File: config.mk
export PLATFORM = sky130hd
export DESIGN_NAME = mux_scan_ctrl
export DESIGN_NICKNAME = d
export VERILOG_FILES = /design/src/rtl/mux_scan_pkg.sv /design/src/rtl/mux_scan_dwell.sv /design/src/rtl/mux_scan_ctrl.sv
export SDC_FILE = /design/constraint.sdc
export NUM_CORES = 1
export LEC_CHECK = 0
export ABC_CLOCK_PERIOD_IN_PS = 2900
export BUFFER_PORTS_ARGS = -buffer_cell sky130_fd_sc_hd__buf_2
export CORE_MARGIN = 3
export CORE_UTILIZATION = 46
export DETAILED_ROUTE_END_ITERATION = 7
export GPL_ROUTABILITY_DRIVEN = 0
export GPL_TIMING_DRIVEN = 0
export PLACE_DENSITY = 0.67
export SYNTH_ARGS = -nofsm -noshare
export SYNTH_HDL_FRONTEND = slang
export SYNTH_SLANG_ARGS = --single-unit
File: constraint.sdc
create_clock -name clock -period 2.9 [get_ports clock]
set_clock_uncertainty 0.15 [all_clocks]
set_input_delay 0.435 -clock clock [delete_from_list [all_inputs] [get_ports clock]]
set_output_delay 0.435 -clock clock [all_outputs]
set_load 0.03 [all_outputs]
File: src/rtl/mux_scan_pkg.sv
// Shared sizing, state encoding and sample payload for the mux channel scanner.
package mux_scan_pkg;

  localparam int unsigned N_CH    = 16;
  localparam int unsigned SEL_W   = 4;
  localparam int unsigned DW      = 2;
  localparam int unsigned DWELL_W = 8;

  typedef enum logic [2:0] {
    ST_IDLE    = 3'd0,
    ST_SEEK    = 3'd1,
    ST_SETTLE  = 3'd2,
    ST_PRESENT = 3'd3,
    ST_FIN     = 3'd4
  } state_e;

  typedef struct packed {
    logic [SEL_W-1:0] ch;
    logic [DW-1:0]    data;
  } sample_t;

  localparam logic [SEL_W-1:0] LAST_CH = SEL_W'(N_CH - 1);

endpackage

File: src/rtl/mux_scan_dwell.sv
// Loadable settle down-counter; expire is high once the count has reached zero.
module mux_scan_dwell
  import mux_scan_pkg::*;
(
  input  logic               clock,
  input  logic               reset,
  input  logic               load,
  input  logic [DWELL_W-1:0] value,
  output logic               expire
);

  logic [DWELL_W-1:0] cnt_q, cnt_d;

  always_comb begin
    cnt_d = cnt_q;
    if (load) begin
      cnt_d = value;
    end else if (cnt_q != '0) begin
      cnt_d = cnt_q - DWELL_W'(1);
    end
  end

  always_ff @(posedge clock or posedge reset) begin
    if (reset) cnt_q <= '0;
    else       cnt_q <= cnt_d;
  end

  assign expire = (cnt_q == '0);

endmodule

File: src/rtl/mux_scan_ctrl.sv
// Sequential scanner driving the 16:1 mux select and handing samples downstream.
// Optional MUX_SCAN_CHANGE_EN suppresses samples equal to the last reported value.
module mux_scan_ctrl
  import mux_scan_pkg::*;
(
  input  logic               clock,
  input  logic               reset,
  input  logic               start,
  input  logic               stop,
  input  logic               cont,
  input  logic [N_CH-1:0]    ch_mask,
  input  logic [DWELL_W-1:0] dwell,
  input  logic [DW-1:0]      y,
  output logic [SEL_W-1:0]   cp,
  output logic               valid,
  input  logic               ready,
  output logic [DW-1:0]      data,
  output logic [SEL_W-1:0]   ch_out,
  output logic               busy,
  output logic               done
);

  state_e             state_q, state_d;
  logic [SEL_W-1:0]   idx_q, idx_d;
  logic [SEL_W-1:0]   insp_q, insp_d;
  logic [SEL_W-1:0]   cp_q, cp_d;
  logic               cont_q, cont_d;
  logic [N_CH-1:0]    mask_q, mask_d;
  logic [DWELL_W-1:0] dwell_q, dwell_d;
  logic               valid_q, valid_d;
  logic               busy_q, busy_d;
  logic               done_q, done_d;
  sample_t            smp_q, smp_d;
  logic               load_c, expire_c, skip_c, advance_c;

  mux_scan_dwell u_dwell (
    .clock  (clock),
    .reset  (reset),
    .load   (load_c),
    .value  (dwell_q),
    .expire (expire_c)
  );

  always_comb begin
    state_d   = state_q;
    idx_d     = idx_q;
    insp_d    = insp_q;
    cp_d      = cp_q;
    cont_d    = cont_q;
    mask_d    = mask_q;
    dwell_d   = dwell_q;
    valid_d   = valid_q;
    smp_d     = smp_q;
    load_c    = 1'b0;
    advance_c = 1'b0;

    unique case (state_q)
      ST_IDLE: begin
        if (start && !stop) begin
          cont_d  = cont;
          mask_d  = ch_mask;
          dwell_d = dwell;
          idx_d   = '0;
          insp_d  = '0;
          state_d = ST_SEEK;
        end
      end
      ST_SEEK: begin
        if (stop) begin
          state_d = ST_IDLE;
        end else if (mask_q[idx_q]) begin
          cp_d    = idx_q;
          load_c  = 1'b1;
          state_d = ST_SETTLE;
        end else begin
          idx_d  = idx_q + SEL_W'(1);
          insp_d = insp_q + SEL_W'(1);
          // A full lap of misses, or running off the top of a single pass, ends the scan.
          if (insp_q == LAST_CH || (!cont_q && idx_q == LAST_CH)) state_d = ST_FIN;
        end
      end
      ST_SETTLE: begin
        if (stop) begin
          state_d = ST_IDLE;
        end else if (expire_c) begin
          if (skip_c) begin
            advance_c = 1'b1;
          end else begin
            smp_d.ch   = cp_q;
            smp_d.data = y;
            valid_d    = 1'b1;
            state_d    = ST_PRESENT;
          end
        end
      end
      ST_PRESENT: begin
        if (stop) begin
          valid_d = 1'b0;
          state_d = ST_IDLE;
        end else if (ready) begin
          valid_d   = 1'b0;
          advance_c = 1'b1;
        end
      end
      ST_FIN:  state_d = ST_IDLE;
      default: state_d = ST_IDLE;
    endcase

    // Move past the current channel, or close a single pass after the top channel.
    if (advance_c) begin
      if (cp_q == LAST_CH && !cont_q) begin
        state_d = ST_FIN;
      end else begin
        idx_d   = cp_q + SEL_W'(1);
        insp_d  = '0;
        state_d = ST_SEEK;
      end
    end

    busy_d = (state_d != ST_IDLE);
    done_d = (state_d == ST_FIN);
  end

  always_ff @(posedge clock or posedge reset) begin
    if (reset) begin
      state_q <= ST_IDLE;
      idx_q   <= '0;
      insp_q  <= '0;
      cp_q    <= '0;
      cont_q  <= 1'b0;
      mask_q  <= '0;
      dwell_q <= '0;
      valid_q <= 1'b0;
      busy_q  <= 1'b0;
      done_q  <= 1'b0;
      smp_q   <= '0;
    end else begin
      state_q <= state_d;
      idx_q   <= idx_d;
      insp_q  <= insp_d;
      cp_q    <= cp_d;
      cont_q  <= cont_d;
      mask_q  <= mask_d;
      dwell_q <= dwell_d;
      valid_q <= valid_d;
      busy_q  <= busy_d;
      done_q  <= done_d;
      smp_q   <= smp_d;
    end
  end

`ifdef MUX_SCAN_CHANGE_EN
  logic [N_CH-1:0][DW-1:0] last_q, last_d;
  logic [N_CH-1:0]         rep_q, rep_d;

  assign skip_c = rep_q[cp_q] && (y == last_q[cp_q]);

  // Any completed transfer, including one coinciding with stop, updates the store.
  always_comb begin
    last_d = last_q;
    rep_d  = rep_q;
    if (valid_q && ready) begin
      last_d[smp_q.ch] = smp_q.data;
      rep_d[smp_q.ch]  = 1'b1;
    end
  end

  always_ff @(posedge clock or posedge reset) begin
    if (reset) begin
      last_q <= '0;
      rep_q  <= '0;
    end else begin
      last_q <= last_d;
      rep_q  <= rep_d;
    end
  end
`else
  assign skip_c = 1'b0;
`endif

  assign cp     = cp_q;
  assign valid  = valid_q;
  assign data   = smp_q.data;
  assign ch_out = smp_q.ch;
  assign busy   = busy_q;
  assign done   = done_q;

endmodule

==> impl_metrics.csv, run 1 <==
group,metric,value,unit
status,outcome,"finished clean",
clocking,clkTransAtPathRegs,0.07,ns
synthesis,synth-seq-cells,57,
synthesis,synth_warnings,0,
drt,vias_per_cell,5.251,
drt,drt_iter0_markers,158,
sta,finalSetupTns,0,ns
floorplan,die_y,84.92,microns
drt,first_pass_iters,4,
synthesis,dominantRegCellSynth,"dfrtp_1",
power_and_ir_drop,vdd_drop_max,0.5385,mV
synthesis,synth_nets,319,
worst_setup_path,worstSetupStartpoint,"u_dwell.cnt_q[0]",
clocking,post_cts_buffers,0,
clocking,post_cts_resized,0,
layout,fin_area,3433,sq um
worst_setup_path,r2r_cells,6,
worst_setup_path,setup.worst_path.end_class,"flip-flop",
drt,finalWirelength,5920,microns
place,dp_hpwl,4268,microns
layout,area_delta_synth_final,19.83,%
worst_setup_path,r2r_slack,0.45,ns
floorplan,start_util,47.83,%
clocking,cts-root-buf,"clkbuf_8",
worst_setup_path,crit_end,"ch_out[1]",
grt,antenna_found_initial,0,
worst_setup_path,worstSetupPathType,"reg2reg",
synthesis,synth_cell_types,48,
synthesis,synth_edf_count,0,
synthesis,syn_area_per_cell,10.16,sq um
sta,fin_crit_sh,84.33,%
layout,fin_nets,375,
grt,track_usage,18.33,%
synthesis,syn_area,2865,sq um
run,drv_cap,0,
place,io_buffers,43,
floorplan,coreArea,5991,sq um
layout,insertedDiodeCount,0,
worst_setup_path,crit_slowest_cell,"nor3_2",
worst_setup_path,r2r-start,"u_dwell.cnt_q[0]",
sta,post-route-min-period,2.446,ns
clocking,htreeDepth,3,
grt,grt_max_degree,37,
clocking,cts_max_path_buffers,2,
power_and_ir_drop,p_leak,1.716,nW
worst_setup_path,reg2reg_to,"ch_out[1]",
drt,drc,0,
clocking,cts-hold-fix-buffers,1,
grt,overflow,0,
floorplan,die_area,7211,sq um
place,placement.cell_area,3194,sq um
min_path,hold_class,"in2reg",
grt,grt_pass1_vias,2080,
clocking,cts_made_buffers,9,
floorplan,ios,45,
layout,layout-drive-gt1-share,25.66,%
power_and_ir_drop,p_per_area,1040,nW/um^2
worst_setup_path,required,2.97,ns
sta,slew_violations,0,
sta,relSlewSlack,58.86,%
floorplan,std_cell_rows,28,
worst_setup_path,path_cells,"inv_1 -> ha_1 -> nor4b_2 -> nand2_1 -> nor3_2 -> mux2_2",
clocking,clk_latency,0.34,ns
sta,max_freq,0.4089,GHz
sta,hold_viol_final,0,
worst_setup_path,worst-path-max-fanout,6,
worst_setup_path,arrival,2.52,ns
sta,finalSetupViolCount,0,
drt,vias,2195,
clocking,cts_tree,"yes",
clocking,cts.sinks,57,
synthesis,yosysSeqAreaShare,49.78,%
worst_setup_path,start_kind,"flip-flop",
worst_setup_path,slowest_delay,0.55,ns
floorplan,die_w,84.92,microns
drt,antenna_left,0,
grt,grt_pass1_wl,10330,microns
synthesis,netlist_instances,282,
sta,rsz0062_at_grt,"false",
sta,tightest_slew,0.6137,ns
synthesis,async_reset_ff_share,100.0,%
drt,wl_per_cell,14.16,microns
-- metal layers --
metal / track usage (%) / vias up / routed length, microns
met5: 0 / - / 0
met4: 9.065 / 0 / 117
met3: 4.369 / 10 / 268
met2: 26.33 / 50 / 2708
met1: 26.04 / 1050 / 2825
li1: - / 1085 / -
-- where the power goes --
group | leakage [nW] | internal (mW) | switching, mW
registers | 0.741 | 1.10 | 0.216
clock network | 0.115 | 0.527 | 0.316
logic | 0.859 | 0.626 | 0.785
total | 1.72 | 2.25 | 1.32
-- worst max-delay path: cells and delay by family (launching register included) --
kind          cells  cell delay [ns]
buf+inv           1             0.13
flops             1             0.36
mux               1             0.40
simple gates      3             1.10
fa+ha+maj         1             0.19
-- per-stage QoR --
step                worst slack, ns  power [mW]  utilization (%)  cells  hold slack (ns)
CTS                          0.4726       3.592            57.31    418           0.1177
detailed placement           0.4856       2.741            53.32    401           0.3128
global route                 0.2467       3.842            57.31    418           0.1267
finish                       0.4543       3.572            57.31    418           0.1307
global placement             0.1881       2.711            52.99    400           0.3050
floorplan                    0.7399       2.402                -    282           0.2903
-- synthesized netlist by cell type (2+ instances only) --
cell type | n | area share, %
o22ai_1 | 2 | 0.44
mux2_4 | 6 | 3.1
ha_1 | 5 | 2.2
nor2b_1 | 3 | 0.66
nand2b_1 | 3 | 0.66
a21oi_1 | 9 | 1.6
o2111ai_1 | 2 | 0.61
a221oi_1 | 2 | 0.61
mux2_1 | 3 | 1.2
dfrtp_1 | 57 | 50
buf_2 | 3 | 0.52
inv_1 | 6 | 0.79
mux2_2 | 6 | 2.4
nand3_1 | 12 | 2.1
buf_6 | 2 | 0.79
nor3b_1 | 4 | 1.0
nor3_1 | 8 | 1.4
o21ai_0 | 6 | 1.0
mux2i_4 | 3 | 2.4
clkbuf_1 | 8 | 1.0
mux2i_1 | 4 | 1.4
and2_1 | 2 | 0.44
xnor2_1 | 5 | 1.5
mux4_2 | 4 | 3.1
nor2_1 | 14 | 1.8
nand2_1 | 81 | 11
-- placed cells by master (no fill, tap or decap), types with 6 or more instances in the layout --
master and count:
mux2_2 6, nor2_1 14, clkbuf_1 8, a21oi_1 9, clkbuf_8 11, o21ai_0 6, mux2_4 6, buf_2 46
nand2_1 81, nor3_1 8, dfrtp_1 57, nand3_1 12
-- cells by family after synthesis --
| logic type | after synthesis | share of synthesized area, % |
|---|---|---|
| AND/OR/NAND/NOR | 136 | 21.75 |
| flip-flops | 57 | 49.78 |
| AO/OA/AOI/OAI | 33 | 7.730 |
| multiplexers | 26 | 13.58 |
| buffers and inverters | 19 | 3.144 |
| XOR/XNOR | 6 | 1.834 |
| adder cells (fa/ha/maj) | 5 | 2.183 |
-- worst min path at each step --
stage	start	end	slack, ns	depth (start not counted)
after CTS	dwell[6]	dwell_q[6]	0.12	3
after global placement	mask_q[8]	mask_q[8]	0.30	2
final	dwell[6]	dwell_q[6]	0.13	3
after detailed placement	mask_q[12]	mask_q[12]	0.31	2
after global routing	dwell[4]	dwell_q[4]	0.13	3
after floorplan	mask_q[10]	mask_q[10]	0.29	2
-- cell type report --
type | instances | area [sq um]
Buffer | 13 | 67.56
Clock buffer | 11 | 151.4
Clock inverter | 5 | 77.57
Fill cell | 533 | 2557
Inverter | 6 | 22.52
Multi-Input combinational cell | 206 | 1349
Sequential cell | 57 | 1426
Tap cell | 75 | 93.84
Timing Repair Buffer | 45 | 245.2
-- registers in the layout, summed over array words and instances (netlist names), 2 cells and up --
name	cells
mask_q	16
dwell_q	8
u_dwell.cnt_q	8
ch_out	4
cp	4
idx_q	4
insp_q	4
state_q	3
data	2
No activity file was read; power rests on OpenSTA's default activity.
==> inputs of run 2 (changes only) <==
--- a/config.mk
+++ b/config.mk
@@ -5,14 +5,15 @@
 export SDC_FILE = /design/constraint.sdc
 export NUM_CORES = 1
 export LEC_CHECK = 0
-export ABC_CLOCK_PERIOD_IN_PS = 2900
+export ABC_AREA = 1
+export ABC_CLOCK_PERIOD_IN_PS = 2200
 export BUFFER_PORTS_ARGS = -buffer_cell sky130_fd_sc_hd__buf_2
 export CORE_MARGIN = 3
 export CORE_UTILIZATION = 46
 export DETAILED_ROUTE_END_ITERATION = 7
 export GPL_ROUTABILITY_DRIVEN = 0
 export GPL_TIMING_DRIVEN = 0
-export PLACE_DENSITY = 0.67
+export PLACE_DENSITY = 0.69
 export SYNTH_ARGS = -nofsm -noshare
 export SYNTH_HDL_FRONTEND = slang
 export SYNTH_SLANG_ARGS = --single-unit
==> constraint.sdc (replaced) <==
create_clock -name clock -period 2.2 [get_ports clock]
set_clock_uncertainty 0.15 [all_clocks]
set_input_delay 0.33 -clock clock [delete_from_list [all_inputs] [get_ports clock]]
set_output_delay 0.33 -clock clock [all_outputs]
set_load 0.03 [all_outputs]
==> run 2 against run 1 <==
Worst setup slack lost 0.20 ns. Clock power up 51%. Combinational power rose by 21%. Maximum frequency up 26%. Hold slack lost 0.096 ns. Largest power group is now sequential cells.
==> impl_metrics.csv, run 2 <==
group,metric,value,unit
synthesis,synth-seq-cells,57,
power_and_ir_drop,p_leak,1.915,nW
synthesis,synth_edf_count,0,
layout,final_cell_mix,"nand2_1 (145), dfrtp_1 (57), buf_2 (47), inv_1 (35), nand3_1 (29)",
grt,grt_pass1_vias,2480,
grt,antenna_found_initial,0,
worst_setup_path,setup.worst_path.end_class,"flip-flop",
floorplan,coreArea,6061,sq um
drt,finalWirelength,6414,microns
sta,tightest_slew,0.5296,ns
worst_setup_path,r2r-start,"state_q[2]",
synthesis,synth_common_cells,"nand2_1 (145), dfrtp_1 (57), inv_1 (36)",
drt,drc,0,
synthesis,synth_nets,410,
synthesis,syn_area,2932,sq um
place,io_buffers,44,
place,dp_hpwl,4694,microns
clocking,cts_tree,"yes",
floorplan,die_y,85.83,microns
sta,finalSetupViolCount,0,
run,drv_cap,0,
worst_setup_path,worstSetupPathType,"reg2reg",
clocking,clkTransAtPathRegs,0.06,ns
worst_setup_path,required,2.27,ns
synthesis,netlist_instances,373,
place,placement.cell_area,3266,sq um
min_path,hold_start,"dwell[3]",
clocking,htreeDepth,3,
layout,fin_area,3545,sq um
layout,insertedDiodeCount,0,
layout,instances_no_fill,510,
layout,fillers,595,
floorplan,die_area,7367,sq um
clocking,cts_made_buffers,9,
sta,post-route-min-period,1.942,ns
sta,max_freq,0.5151,GHz
worst_setup_path,arrival,2.02,ns
clocking,post_cts_buffers,0,
layout,fin_nets,467,
sta,slew_violations,0,
power_and_ir_drop,p_per_area,1338,nW/um^2
layout,layout-drive-gt1-share,20.92,%
drt,vias,2496,
power_and_ir_drop,vdd_drop_max,0.7992,mV
synthesis,dominantRegCellSynth,"dfrtp_1",
sta,relSlewSlack,64.64,%
min_path,min_path_cells,3,
sta,hold_viol_final,0,
grt,grt_pass1_wl,11200,microns
synthesis,synth_area_leaders,"dfrtp_1 (49%), nand2_1 (19%), nand3_1 (5.0%)",
floorplan,std_cell_rows,28,
worst_setup_path,start_kind,"flip-flop",
worst_setup_path,worstSetupStartpoint,"state_q[2]",
synthesis,synth_warnings,0,
grt,track_usage,19.59,%
layout,largest_reg_flops,16,
sta,fin_crit_sh,88.25,%
layout,largest_register,"mask_q",
clocking,cts-root-buf,"clkbuf_8",
floorplan,ios,45,
drt,antenna_left,0,
synthesis,yosysMostFrequentCell,"nand2_1",
power_and_ir_drop,finalPower,4.743,mW
drt,vias_per_cell,4.894,
synthesis,syn_area_per_cell,7.859,sq um
min_path,hold_class,"in2reg",
synthesis,async_reset_ff_share,100.0,%
clocking,clk_latency,0.34,ns
layout,largestRegisters,"mask_q (16), dwell_q (8), u_dwell.cnt_q (8)",
place,place_inst,493,
worst_setup_path,worst-path-max-fanout,10,
drt,wl_per_cell,12.58,microns
synthesis,synth_cell_types,31,
status,outcome,"finished clean",
synthesis,synth_top_cell_area_share,48.66,%
sta,rsz0062_at_grt,"false",
grt,grt_max_degree,35,
synthesis,yosysSeqAreaShare,48.66,%
floorplan,start_util,48.37,%
layout,final_common_cell,"nand2_1",
clocking,cts_max_path_buffers,2,
floorplan,die_w,85.83,microns
grt,overflow,0,
layout,area_delta_synth_final,20.91,%
drt,first_pass_iters,5,
clocking,cts.sinks,57,
drt,drt_iter0_markers,80,
synthesis,synth_top_cell_by_area,"dfrtp_1",
worst_setup_path,r2r_cells,9,
run 2: cell count changes in the layout (fill, tap and decap cells not counted), sizes merged, moves of 4 or more:
cell    previous run  this run
nand2             82       148
inv                6        42
nand3             12        32
nor2              14        32
mux2              15         0
o21ai              7        20
clkbuf            19        14
nor3               9         4
mux4               4         0
nor3b              4         0
run 2: layout make-up:
cell class / instances / area [sq um] / area share, %
buffer: 8 / 52.55 / 1.483
multi-input combinational: 266 / 1301 / 36.71
clock buffer: 12 / 165.2 / 4.659
sequential: 57 / 1426 / 40.24
timing repair buffer: 46 / 250.2 / 7.060
tap: 75 / 93.84 / 2.647
clock inverter: 4 / 97.59 / 2.753
inverter: 42 / 157.7 / 4.448
run 2: worst paths after layout:
check,to,slack (ns)
max in group asynchronous,ch_out[1],0.92
max,idx_q[2],0.26
max reg2reg,idx_q[2],0.26
min,dwell_q[3],0.03
min in group asynchronous,mask_q[15],0.42
min reg2reg,u_dwell.cnt_q[6],0.32
run 2: critical path: stages, from the launching register on:
cell and delay (ns):
dfrtp_1 0.39, nor2_1 0.22, inv_1 0.16, nor3_4 0.35
inv_2 0.09, buf_2 0.21, nand2_1 0.08, nand2_1 0.05
nand3_1 0.06, nand2_1 0.06
run 2: cell families (layout without fill, tap and decap cells):
kind of cell / after synthesis / after routing / share of synthesized area [%]
adder cells (fa/ha/maj): 5 / 5 / 2.134
flip-flops: 57 / 57 / 48.66
multiplexers: 4 / 4 / 1.366
XOR/XNOR: 7 / 7 / 2.091
AND/OR/NAND/NOR: 218 / 218 / 32.22
AO/OA/AOI/OAI: 32 / 32 / 6.359
buffers and inverters: 50 / 112 / 7.170
run 2: per-layer routing:
metal / routed length, microns / vias to the layer above / track usage, %
met5: 0 / - / 0
met4: 121 / 0 / 9.640
met3: 296 / 10 / 4.803
met2: 3005 / 49 / 31.21
met1: 2990 / 1153 / 24.92
li1: - / 1284 / -
run 2: metrics by stage:
stage | hold WS (ns) | utilization (%) | TNS, ns | setup slack [ns]
2_1_floorplan | 0.2867 | - | 0 | 0.3204
3_3_place_gp | 0.3034 | 53.55 | -21.51 | -0.3801
3_5_place_dp | 0.2627 | 53.88 | 0 | 0.09539
4_1_cts | 0.01791 | 58.38 | 0 | 0.08726
5_1_grt | 0.03087 | 58.48 | 0 | 0.04663
6_report | 0.03461 | 58.48 | 0 | 0.2585
run 2: repair_timing:
item,4_1_cts,5_1_grt
hold buffers,1,0
endpoints found under the hold margin,23,0
resized for setup,0,1
endpoints found under the setup margin,0,16
run 2: where the power goes:
group          total (mW)  internal (mW)  switching (mW)
Clock                1.27          0.845           0.426
Sequential           1.76           1.46           0.301
Combinational        1.71          0.618            1.09
==> inputs of run 3 (changes only) <==
--- a/config.mk
+++ b/config.mk
@@ -6,14 +6,16 @@
 export NUM_CORES = 1
 export LEC_CHECK = 0
 export ABC_AREA = 1
-export ABC_CLOCK_PERIOD_IN_PS = 2200
+export ABC_CLOCK_PERIOD_IN_PS = 2400
 export BUFFER_PORTS_ARGS = -buffer_cell sky130_fd_sc_hd__buf_2
 export CORE_MARGIN = 3
 export CORE_UTILIZATION = 46
+export CTS_BUF_LIST = sky130_fd_sc_hd__clkbuf_8 sky130_fd_sc_hd__clkbuf_16
 export DETAILED_ROUTE_END_ITERATION = 7
 export GPL_ROUTABILITY_DRIVEN = 0
 export GPL_TIMING_DRIVEN = 0
-export PLACE_DENSITY = 0.69
+export HOLD_SLACK_MARGIN = 0.05
+export PLACE_DENSITY = 0.67
 export SYNTH_ARGS = -nofsm -noshare
 export SYNTH_HDL_FRONTEND = slang
 export SYNTH_SLANG_ARGS = --single-unit
==> constraint.sdc (replaced) <==
create_clock -name clock -period 2.4 [get_ports clock]
set_clock_uncertainty 0.15 [all_clocks]
set_input_delay 0.36 -clock clock [delete_from_list [all_inputs] [get_ports clock]]
set_output_delay 0.36 -clock clock [all_outputs]
set_load 0.03 [all_outputs]
==> run 3 against run 2 <==
Via count about the same. Combinational power decreased by 9%. Sequential cell count unchanged. First-iteration DRC count up 50%. Highest routed layer unchanged. Design area down 1.6%. Worst setup slack better by 0.11 ns.
==> impl_metrics.csv, run 3 (same netlist as run 2, synthesis figures left out) <==
group,metric,value,unit
min_path,hold_class,"in2reg",
grt,track_usage,19.39,%
grt,grt_pass1_vias,2446,
floorplan,start_util,48.37,%
worst_setup_path,r2r_slack,0.37,ns
drt,first_pass_iters,4,
drt,drt_iter0_markers,120,
sta,whs,0.06762,ns
sta,hold_viol_final,0,
run,drv_cap,0,
sta,finalSetupViolCount,0,
layout,largest_reg_flops,16,
place,post-place-ws,0.3244,ns
worst_setup_path,required,2.47,ns
clocking,cts_made_buffers,9,
floorplan,coreArea,6061,sq um
drt,wl_per_cell,12.37,microns
layout,final_common_cell,"nand2_1",
place,io_buffers,44,
drt,drc,0,
layout,final_cell_mix,"nand2_1 (145), dfrtp_1 (57), buf_2 (47), inv_1 (35), nand3_1 (29)",
drt,vias,2495,
sta,max_freq,0.4934,GHz
place,placement.cell_area,3266,sq um
power_and_ir_drop,vdd_drop_max,0.5929,mV
worst_setup_path,worstSetupPathType,"reg2reg",
layout,area_delta_synth_final,19.04,%
worst_setup_path,worst-path-max-fanout,10,
drt,finalWirelength,6319,microns
power_and_ir_drop,p_leak,1.884,nW
power_and_ir_drop,clockPowerShare,22.4,%
drt,vias_per_cell,4.883,
clocking,cts-root-buf,"clkbuf_8",
floorplan,die_y,85.83,microns
drt,antenna_left,0,
power_and_ir_drop,p_per_area,1170,nW/um^2
sta,rsz0062_at_grt,"false",
clocking,post_cts_buffers,0,
layout,layout-drive-gt1-share,20.87,%
clocking,post_cts_resized,0,
place,dp_hpwl,4758,microns
clocking,clkTransAtPathRegs,0.07,ns
sta,fin_crit_sh,84.45,%
layout,fin_area,3490,sq um
worst_setup_path,r2r_cells,9,
clocking,cts_tree,"yes",
power_and_ir_drop,power_frac_comb,38.1,%
clocking,cts-hold-fix-buffers,2,
clocking,cts_max_path_buffers,2,
worst_setup_path,setup.worst_path.end_class,"flip-flop",
layout,insertedDiodeCount,0,
grt,grt_pass1_wl,11120,microns
sta,tightest_slew,0.5924,ns
worst_setup_path,start_kind,"flip-flop",
floorplan,std_cell_rows,28,
sta,post-route-min-period,2.027,ns
floorplan,ios,45,
layout,largestRegisters,"mask_q (16), dwell_q (8), u_dwell.cnt_q (8)",
worst_setup_path,arrival,2.09,ns
grt,grt_max_degree,37,
sta,fin_ws,0.3733,ns
clocking,htreeDepth,3,
grt,overflow,0,
power_and_ir_drop,p_sw,1.669,mW
floorplan,die_w,85.83,microns
sta,slew_violations,0,
power_and_ir_drop,p_seq_share,39.6,%
layout,largest_register,"mask_q",
layout,finish.utilization,57.58,%
power_and_ir_drop,p_int,2.413,mW
floorplan,die_area,7367,sq um
power_and_ir_drop,sw_frac_of_total,40.88,%
clocking,cts.sinks,57,
status,outcome,"finished clean",
min_path,min_path_cells,3,
layout,fin_nets,468,
clocking,clk_latency,0.34,ns
sta,relSlewSlack,60.29,%
grt,antenna_found_initial,0,
-- run 3: cell types whose count changed in the layout (fill, tap and decap cells not counted) --
cell	delta
nor3_4	-1
clkinvlp_4	+2
bufinv_16	-2
dlygate4sd3_1	+1
nor3_2	+1
inv_6	+1
clkinv_2	+1
clkbuf_8	-2
-- run 3: metrics by stage --
step / total power, mW / instances / TNS [ns]
6_report: 4.082 / 511 / 0
3_3_place_gp: 3.137 / 492 / -12.93
3_5_place_dp: 3.187 / 493 / 0
4_1_cts: 4.129 / 511 / 0
2_1_floorplan: 2.786 / 373 / 0
5_1_grt: 4.452 / 511 / 0
-- run 3: worst max-delay path: stages, from the launching register on --
cell     delay [ns]
dfrtp_1        0.38
nor2_1         0.21
inv_1          0.14
nor3_2         0.47
inv_2          0.10
buf_2          0.22
nand2_1        0.08
nand2_1        0.05
nand3_1        0.06
nand2_1        0.06
-- run 3: routing by layer --
| layer | track usage, % | vias to the layer above | share of wire [%] |
|---|---|---|---|
| met3 | 5.668 | 7 | 4.3 |
| met1 | 25.03 | 1160 | 47 |
| li1 | - | 1285 | - |
| met4 | 6.331 | 0 | 0.79 |
| met5 | 0 | - | 0 |
| met2 | 31.43 | 43 | 48 |
-- run 3: path summary, 6_finish.rpt --
| kind | startpoint | endpoint |
|---|---|---|
| min | dwell[2] | dwell_q[2] |
| max reg2reg | state_q[2] | idx_q[2] |
| max | state_q[2] | idx_q[2] |
| max in group asynchronous | reset | ch_out[2] |
| min reg2reg | dwell_q[0] | dwell_q[0] |
| min in group asynchronous | reset | mask_q[11] |
-- run 3: cell type report --
type / instances / area (sq um)
flip-flops and latches: 57 / 1426
fillers: 585 / 2571
well taps: 75 / 93.84
clock buffers: 10 / 137.6
repair buffers: 47 / 260.3
plain buffers: 8 / 52.55
clock inverters: 6 / 66.31
inverters: 42 / 157.7
multi-input cells: 266 / 1295
-- run 3: power groups by stage --
| stage | clock network [mW] | logic, mW | registers, mW |
|---|---|---|---|
| after floorplan | 0 | 1.14 | 1.64 |
| after global placement | 0 | 1.52 | 1.62 |
| after detailed placement | 0 | 1.56 | 1.63 |
| after CTS | 0.944 | 1.57 | 1.62 |
| after global routing | 0.994 | 1.79 | 1.67 |
| final | 0.913 | 1.55 | 1.61 |
